### src/rtl/hms_display_driver.sv
// rtl/hms_display_driver.sv - HH.MM.SS six-digit multiplexed 7-segment driver with BCD conversion
//
// Purpose: captures binary hours/minutes/seconds from another clock domain and
// accepts them once they are stable. It converts all three fields to BCD with a
// shared double-dabble sequencer, commits the six digits atomically, and scans
// them onto a common-anode display.
//
// Ports:
//   clk_i        system clock
//   rst_i        asynchronous active-high reset
//   h_i[4:0]     binary hours   (0..31 displayed as-is)
//   mi_i[5:0]    binary minutes (0..63 displayed as-is)
//   s_i[5:0]     binary seconds (0..63 displayed as-is)
//   blank_i      forces every digit off while high
//   an_o[5:0]    digit enables, active-low (an_o[0] = seconds ones)
//   seg_o[6:0]   segments {g,f,e,d,c,b,a}, active-low
//   dp_o         decimal point, active-low
//   conv_busy_o  high while a BCD conversion is in flight

module hms_display_driver #(
    parameter int unsigned REFRESH_DIV = 50000
) (
    input  logic       clk_i,
    input  logic       rst_i,
    input  logic [4:0] h_i,
    input  logic [5:0] mi_i,
    input  logic [5:0] s_i,
    input  logic       blank_i,
    output logic [5:0] an_o,
    output logic [6:0] seg_o,
    output logic       dp_o,
    output logic       conv_busy_o
);

    localparam int unsigned PW = (REFRESH_DIV > 1) ? $clog2(REFRESH_DIV) : 1;

    typedef enum logic [1:0] {
        ST_IDLE,
        ST_SHIFT,
        ST_COMMIT
    } state_t;

    // Each field register is {tens[3:0], ones[3:0], binary[5:0]}.
    function automatic logic [13:0] dabble_step(input logic [13:0] r);
        logic [13:0] t;
        t = r;
        if (t[9:6] >= 4'd5) begin
            t[9:6] = t[9:6] + 4'd3;
        end
        if (t[13:10] >= 4'd5) begin
            t[13:10] = t[13:10] + 4'd3;
        end
        return {t[12:0], 1'b0};
    endfunction

    function automatic logic [6:0] seg_decode(input logic [3:0] d);
        logic [6:0] p;
        case (d)
            4'd0:    p = 7'b1000000;
            4'd1:    p = 7'b1111001;
            4'd2:    p = 7'b0100100;
            4'd3:    p = 7'b0110000;
            4'd4:    p = 7'b0011001;
            4'd5:    p = 7'b0010010;
            4'd6:    p = 7'b0000010;
            4'd7:    p = 7'b1111000;
            4'd8:    p = 7'b0000000;
            4'd9:    p = 7'b0010000;
            default: p = 7'b1111111;
        endcase
        return p;
    endfunction

    state_t        state_q;
    logic [2:0]    cnt_q;
    logic [16:0]   samp_q;
    logic [16:0]   shown_q;
    logic [16:0]   conv_q;     // value being converted; becomes shown_q at commit
    logic [13:0]   dd_h_q;
    logic [13:0]   dd_m_q;
    logic [13:0]   dd_s_q;
    logic [5:0][3:0] dig_q;    // [0] = seconds ones ... [5] = hours tens
    logic          busy_q;

    logic [PW-1:0] psc_q, psc_d;
    logic [2:0]    idx_q, idx_d;
    logic [5:0]    an_q, an_d;
    logic [6:0]    seg_q, seg_d;
    logic          dp_q, dp_d;

    logic [16:0]   vec_in;
    logic          trigger;
    logic          psc_wrap;
    logic [3:0]    sel_dig;

    assign vec_in = {h_i, mi_i, s_i};

    // Accept a value only when it has held for a full cycle and is not already displayed.
    assign trigger = (state_q == ST_IDLE) && (samp_q == vec_in) && (samp_q != shown_q);

    always_ff @(posedge clk_i or posedge rst_i) begin
        if (rst_i) begin
            samp_q <= '0;
        end else begin
            samp_q <= vec_in;
        end
    end

    always_ff @(posedge clk_i or posedge rst_i) begin
        if (rst_i) begin
            state_q <= ST_IDLE;
            cnt_q   <= '0;
            shown_q <= '0;
            conv_q  <= '0;
            dd_h_q  <= '0;
            dd_m_q  <= '0;
            dd_s_q  <= '0;
            dig_q   <= '0;
            busy_q  <= 1'b0;
        end else begin
            case (state_q)
                ST_IDLE: begin
                    if (trigger) begin
                        conv_q  <= samp_q;
                        dd_h_q  <= {8'd0, 1'b0, samp_q[16:12]};
                        dd_m_q  <= {8'd0, samp_q[11:6]};
                        dd_s_q  <= {8'd0, samp_q[5:0]};
                        cnt_q   <= '0;
                        busy_q  <= 1'b1;
                        state_q <= ST_SHIFT;
                    end
                end
                ST_SHIFT: begin
                    // The counter reaching 6 spends one extra cycle here before COMMIT.
                    if (cnt_q == 3'd6) begin
                        state_q <= ST_COMMIT;
                    end else begin
                        dd_h_q <= dabble_step(dd_h_q);
                        dd_m_q <= dabble_step(dd_m_q);
                        dd_s_q <= dabble_step(dd_s_q);
                        cnt_q  <= cnt_q + 3'd1;
                    end
                end
                ST_COMMIT: begin
                    dig_q   <= {dd_h_q[13:10], dd_h_q[9:6],
                                dd_m_q[13:10], dd_m_q[9:6],
                                dd_s_q[13:10], dd_s_q[9:6]};
                    shown_q <= conv_q;
                    busy_q  <= 1'b0;
                    state_q <= ST_IDLE;
                end
                default: begin
                    busy_q  <= 1'b0;
                    state_q <= ST_IDLE;
                end
            endcase
        end
    end

    always_comb begin
        sel_dig = 4'd0;
        case (idx_q)
            3'd0:    sel_dig = dig_q[0];
            3'd1:    sel_dig = dig_q[1];
            3'd2:    sel_dig = dig_q[2];
            3'd3:    sel_dig = dig_q[3];
            3'd4:    sel_dig = dig_q[4];
            3'd5:    sel_dig = dig_q[5];
            default: sel_dig = 4'd0;
        endcase
    end

    always_comb begin
        psc_wrap = (psc_q == PW'(REFRESH_DIV - 1));
        psc_d    = psc_wrap ? '0 : psc_q + 1'b1;
        idx_d    = idx_q;
        if (psc_wrap) begin
            idx_d = (idx_q == 3'd5) ? 3'd0 : idx_q + 3'd1;
        end
        // Outputs reflect the pre-edge index, so an/seg/dp trail idx_q by one cycle.
        if (blank_i) begin
            an_d  = 6'b111111;
            seg_d = 7'b1111111;
            dp_d  = 1'b1;
        end else begin
            an_d  = ~(6'b000001 << idx_q);
            seg_d = seg_decode(sel_dig);
            dp_d  = !((idx_q == 3'd2) || (idx_q == 3'd4));
        end
    end

    always_ff @(posedge clk_i or posedge rst_i) begin
        if (rst_i) begin
            psc_q <= '0;
            idx_q <= '0;
            an_q  <= 6'b111111;
            seg_q <= 7'b1111111;
            dp_q  <= 1'b1;
        end else begin
            psc_q <= psc_d;
            idx_q <= idx_d;
            an_q  <= an_d;
            seg_q <= seg_d;
            dp_q  <= dp_d;
        end
    end

    assign an_o        = an_q;
    assign seg_o       = seg_q;
    assign dp_o        = dp_q;
    assign conv_busy_o = busy_q;

endmodule

### config.mk
export PLATFORM = sky130hd
export DESIGN_NAME = hms_display_driver
export DESIGN_NICKNAME = d
export VERILOG_FILES = /design/src/rtl/hms_display_driver.sv
export SDC_FILE = /design/constraint.sdc
export NUM_CORES = 1
export LEC_CHECK = 0
export CORE_ASPECT_RATIO = 1.1
export CORE_MARGIN = 2
export CORE_UTILIZATION = 45
export DETAILED_ROUTE_END_ITERATION = 8
export GPL_ROUTABILITY_DRIVEN = 0
export HOLD_SLACK_MARGIN = 0.02
export MAX_ROUTING_LAYER = met4
export PLACE_DENSITY = 0.7
export SYNTH_ARGS = -nofsm -noshare
export SYNTH_HDL_FRONTEND = slang
export SYNTH_SLANG_ARGS = --single-unit
### constraint.sdc
create_clock -name clk_i -period 7.03 [get_ports clk_i]
set_clock_uncertainty 0.15 [all_clocks]
set_input_delay 1.406 -clock clk_i [delete_from_list [all_inputs] [get_ports clk_i]]
set_output_delay 1.406 -clock clk_i [all_outputs]
set_load 0.05 [all_outputs]
==> results.sh <==
export IMPL_drtPass1Iterations=6
export IMPL_synth_simple_area_share_pct=12.14
export IMPL_start_util_pct=46.38
export IMPL_status="complete, no violations"
export IMPL_cts_resized=0
export IMPL_drive_gt1_share_pct=16.09
export IMPL_min_to="dd_s_q[6]"
export IMPL_arrival_ps=3900
export IMPL_hpwl_mm=9.002
export IMPL_numCtsBuffers=17
export IMPL_synth_top_cell_by_area="dfrtp_1"
export IMPL_drv_cap=0
export IMPL_rows=47
export IMPL_wl_per_cell_um=15.47
export IMPL_gr_total_overflow=0
export IMPL_peakVddDrop_v=0.0002008
export IMPL_timing_rr_end="seg_o[1]"
export IMPL_grt_max_degree=97
export IMPL_slowest_stage="buf_4"
export IMPL_first_iter_violations=250
export IMPL_synth_top_family_by_area="simple AND/OR/NAND/NOR gates"
export IMPL_antenna_left=0
export IMPL_ys_async_sr_fraction_pct=100.0
export IMPL_synthFlopType="dfrtp_1"
export IMPL_synth_cell_types=43
export IMPL_worstSetupStartpointType="input port"
export IMPL_yosysSeqAreaShare_pct=55.73
export IMPL_portBuffers=34
export IMPL_worst_slew_pin_slew_ps=1179
export IMPL_grt_pass1_vias=4828
export IMPL_crit_required_ps=7180
export IMPL_synth_area_mux_share_pct=10.86
export IMPL_hold_depth=2
export IMPL_avgSynthCellArea_um2=11.37
export IMPL_viasPerCell=5.365
export IMPL_vias=4619
export IMPL_ys_warnings_count=0
export IMPL_crit_family="buffers and inverters"
export IMPL_finalSetupViolCount=0
export IMPL_min_from="dd_s_q[5]"
export IMPL_path_buf_inv=2
export IMPL_syn_to_final_growth_pct=15.54
export IMPL_drv_slew=0
export IMPL_hold_viol_final=0
export IMPL_finalCritPeriodShare_pct=53.28
export IMPL_cts_hold_buf=0
export IMPL_synthTopCellsByArea="dfrtp_1 50%, mux2_2 8.3%, dfstp_2 5.2%"
export IMPL_power_w=0.001865
export IMPL_syn_num_nets=660
export IMPL_fp_dieArea_um2=16650
export IMPL_p_per_area_nw_per_um2=229.4
export IMPL_worst_slack_ps=3284
export IMPL_grt_pass1_wl_mm=23.06
export IMPL_ys_ff_latch=156
export IMPL_cts_tree="done"
export IMPL_pre_cts_ws_ps=2872
export IMPL_root_buffer="clkbuf_16"
export IMPL_nNetsFinal=696
export IMPL_hold_path_class="register to register"
export IMPL_rsz0062_at_grt="false"
export IMPL_drc=0
export IMPL_io_pins=35
export IMPL_synth_xor_area_share_pct=6.846
export IMPL_critical_path_class="input port to register"
export IMPL_htreeDepth=4
export IMPL_path_cells="clkdlybuf4s50_1 > xor2_1 > nor4_1 > nand3_1 > a311oi_4 > buf_4 > mux2_2"
export IMPL_synth_compound_area_share_pct=7.948
export IMPL_post_cts_buffers=0
export IMPL_regToRegStartpoint="idx_q[2]"
export IMPL_cts_max_path_buffers=2
export IMPL_leakage_nw=3.829
export IMPL_synth_adder_area_share_pct=3.734
export IMPL_syn_cell_area_um2=7037
export IMPL_slowest_delay_ps=480
export IMPL_n_antenna_cell=0
export IMPL_track_usage_pct=18.37
export IMPL_cp_end_kind="register"
export IMPL_cp_max_fo=33
export IMPL_synth_edf_count=0
export IMPL_period_minus_slack_ps=3746
export IMPL_antenna_found_initial=0
export IMPL_die_w_um=123.2
export IMPL_cts_sinks=156
export IMPL_insertion_delay_ps=420
export IMPL_netlist_instances=619
export IMPL_die_h_um=135.2
export IMPL_reg2regPathDepth=7
export IMPL_finalSetupTns_ps=0
export IMPL_core_area_um2=15170
export IMPL_r2r_setup_slack_ps=4050
export IMPL_synth_top_area_share_pct=50.50
export IMPL_wl_mm=13.32
export IMPL_clk_pin_slew_ps=60
export IMPL_fmax_mhz=267.0
export IMPL_slew_headroom_pct=21.38
tightest hold or removal path, cell delays in order, from the launching register on:
cell,delay (ps)
dfrtp_1,330
nand2_1,50
o31ai_1,50
per-layer routing:
metal	up-vias	part of all wire [%]	GRT usage (%)
li1	2204	-	-
met1	2281	42	21.71
met2	109	52	30.07
met3	25	3.9	5.219
met4	0	2.0	6.376
met5	-	0	-
cells in the mapped netlist, types with 9 or more instances:
library cell / n
a21oi_1: 21
clkbuf_1: 16
dfrtp_1: 142
dfstp_2: 14
ha_1: 21
inv_1: 23
mux2_1: 9
mux2_2: 52
nand2_1: 81
nand2b_1: 11
nand3_1: 22
nor2_1: 20
nor3_1: 19
o21ai_0: 45
xnor2_1: 31
xor2_1: 24
stage by stage:
stage	hold slack [ps]	cells	area, um^2	util, %
2_1_floorplan	282.9	619	7037	-
3_3_place_gp	294.6	832	7575	49.93
3_5_place_dp	311.1	832	7575	49.93
4_1_cts	324.7	861	8130	53.59
5_1_grt	338.3	861	8130	53.59
6_report	319.0	861	8130	53.59
cells in the final DEF, fill, tap and decap left out, types with 3 or more instances in the layout:
master | synthesis | layout
inv_1 | 23 | 22
clkdlybuf4s50_1 | 0 | 34
nand2_1 | 81 | 81
nor2b_1 | 3 | 3
nor2_1 | 20 | 20
nor4_1 | 4 | 4
nand2b_1 | 11 | 10
ha_1 | 21 | 21
mux4_2 | 3 | 3
a21o_1 | 8 | 8
buf_4 | 1 | 6
and3_1 | 3 | 3
dfrtp_1 | 142 | 142
a21oi_1 | 21 | 21
nor3b_1 | 4 | 4
nand3_1 | 22 | 22
a222oi_1 | 4 | 4
or3_1 | 3 | 3
dfstp_2 | 14 | 14
xor2_1 | 24 | 24
mux2_2 | 52 | 52
o31ai_1 | 3 | 3
o21ai_0 | 45 | 45
clkbuf_16 | 0 | 17
nor3_1 | 19 | 19
clkinv_2 | 0 | 4
nand4_1 | 8 | 8
mux2_1 | 9 | 9
xnor2_1 | 31 | 31
a22o_1 | 3 | 3
sequential cells by signal (all words and copies together), names as in the netlist:
signal,flops
conv_busy_o,1
dd_m_q,14
dd_h_q,14
seg_o,7
cnt_q,3
shown_q,17
dig_q,24
state_q,2
dp_o,1
idx_q,3
samp_q,17
an_o,6
conv_q,17
dd_s_q,14
psc_q,16
power by group:
group	leakage, nW	total (W)	switching, W	internal, W
Sequential	1.96	0.000926	0.0000128	0.000913
Combinational	1.59	0.0000807	0.0000485	0.0000322
Clock	0.270	0.000859	0.000327	0.000532
logic make-up (layout without fill, tap and decap cells):
logic type,Yosys count,in the layout
DFF,156,156
xor gates and xnor gates,55,55
muxes,65,65
adders and majority gates,21,21
AOI/OAI and AO/OA,92,92
buffers and inverters,47,93
and+or+nand+nor,183,183
area by class of cell:
type	instances	area, um^2
inverter	24	97.59
fill	1313	7042
multi-input combinational	416	2925
tap	196	245.2
clock buffer	21	460.4
timing repair buffer	40	385.4
sequential	156	3921
clock inverter	8	95.09
worst max-delay path by stage:
| stage | from | end | slack (ps) | depth (start not counted) |
|---|---|---|---|---|
| 5_1_grt | h_i[3] | conv_q[2] | 3170 | 7 |
| 2_1_floorplan | rst_i | cnt_q[0] | 1290 | 1 |
| 3_5_place_dp | mi_i[3] | conv_q[11] | 2870 | 7 |
| 4_1_cts | h_i[3] | conv_q[11] | 3260 | 7 |
| 6_report | h_i[3] | conv_q[13] | 3280 | 7 |
| 3_3_place_gp | mi_i[3] | conv_q[14] | 2880 | 7 |
Note: power is estimated with default switching activity, not from simulation.
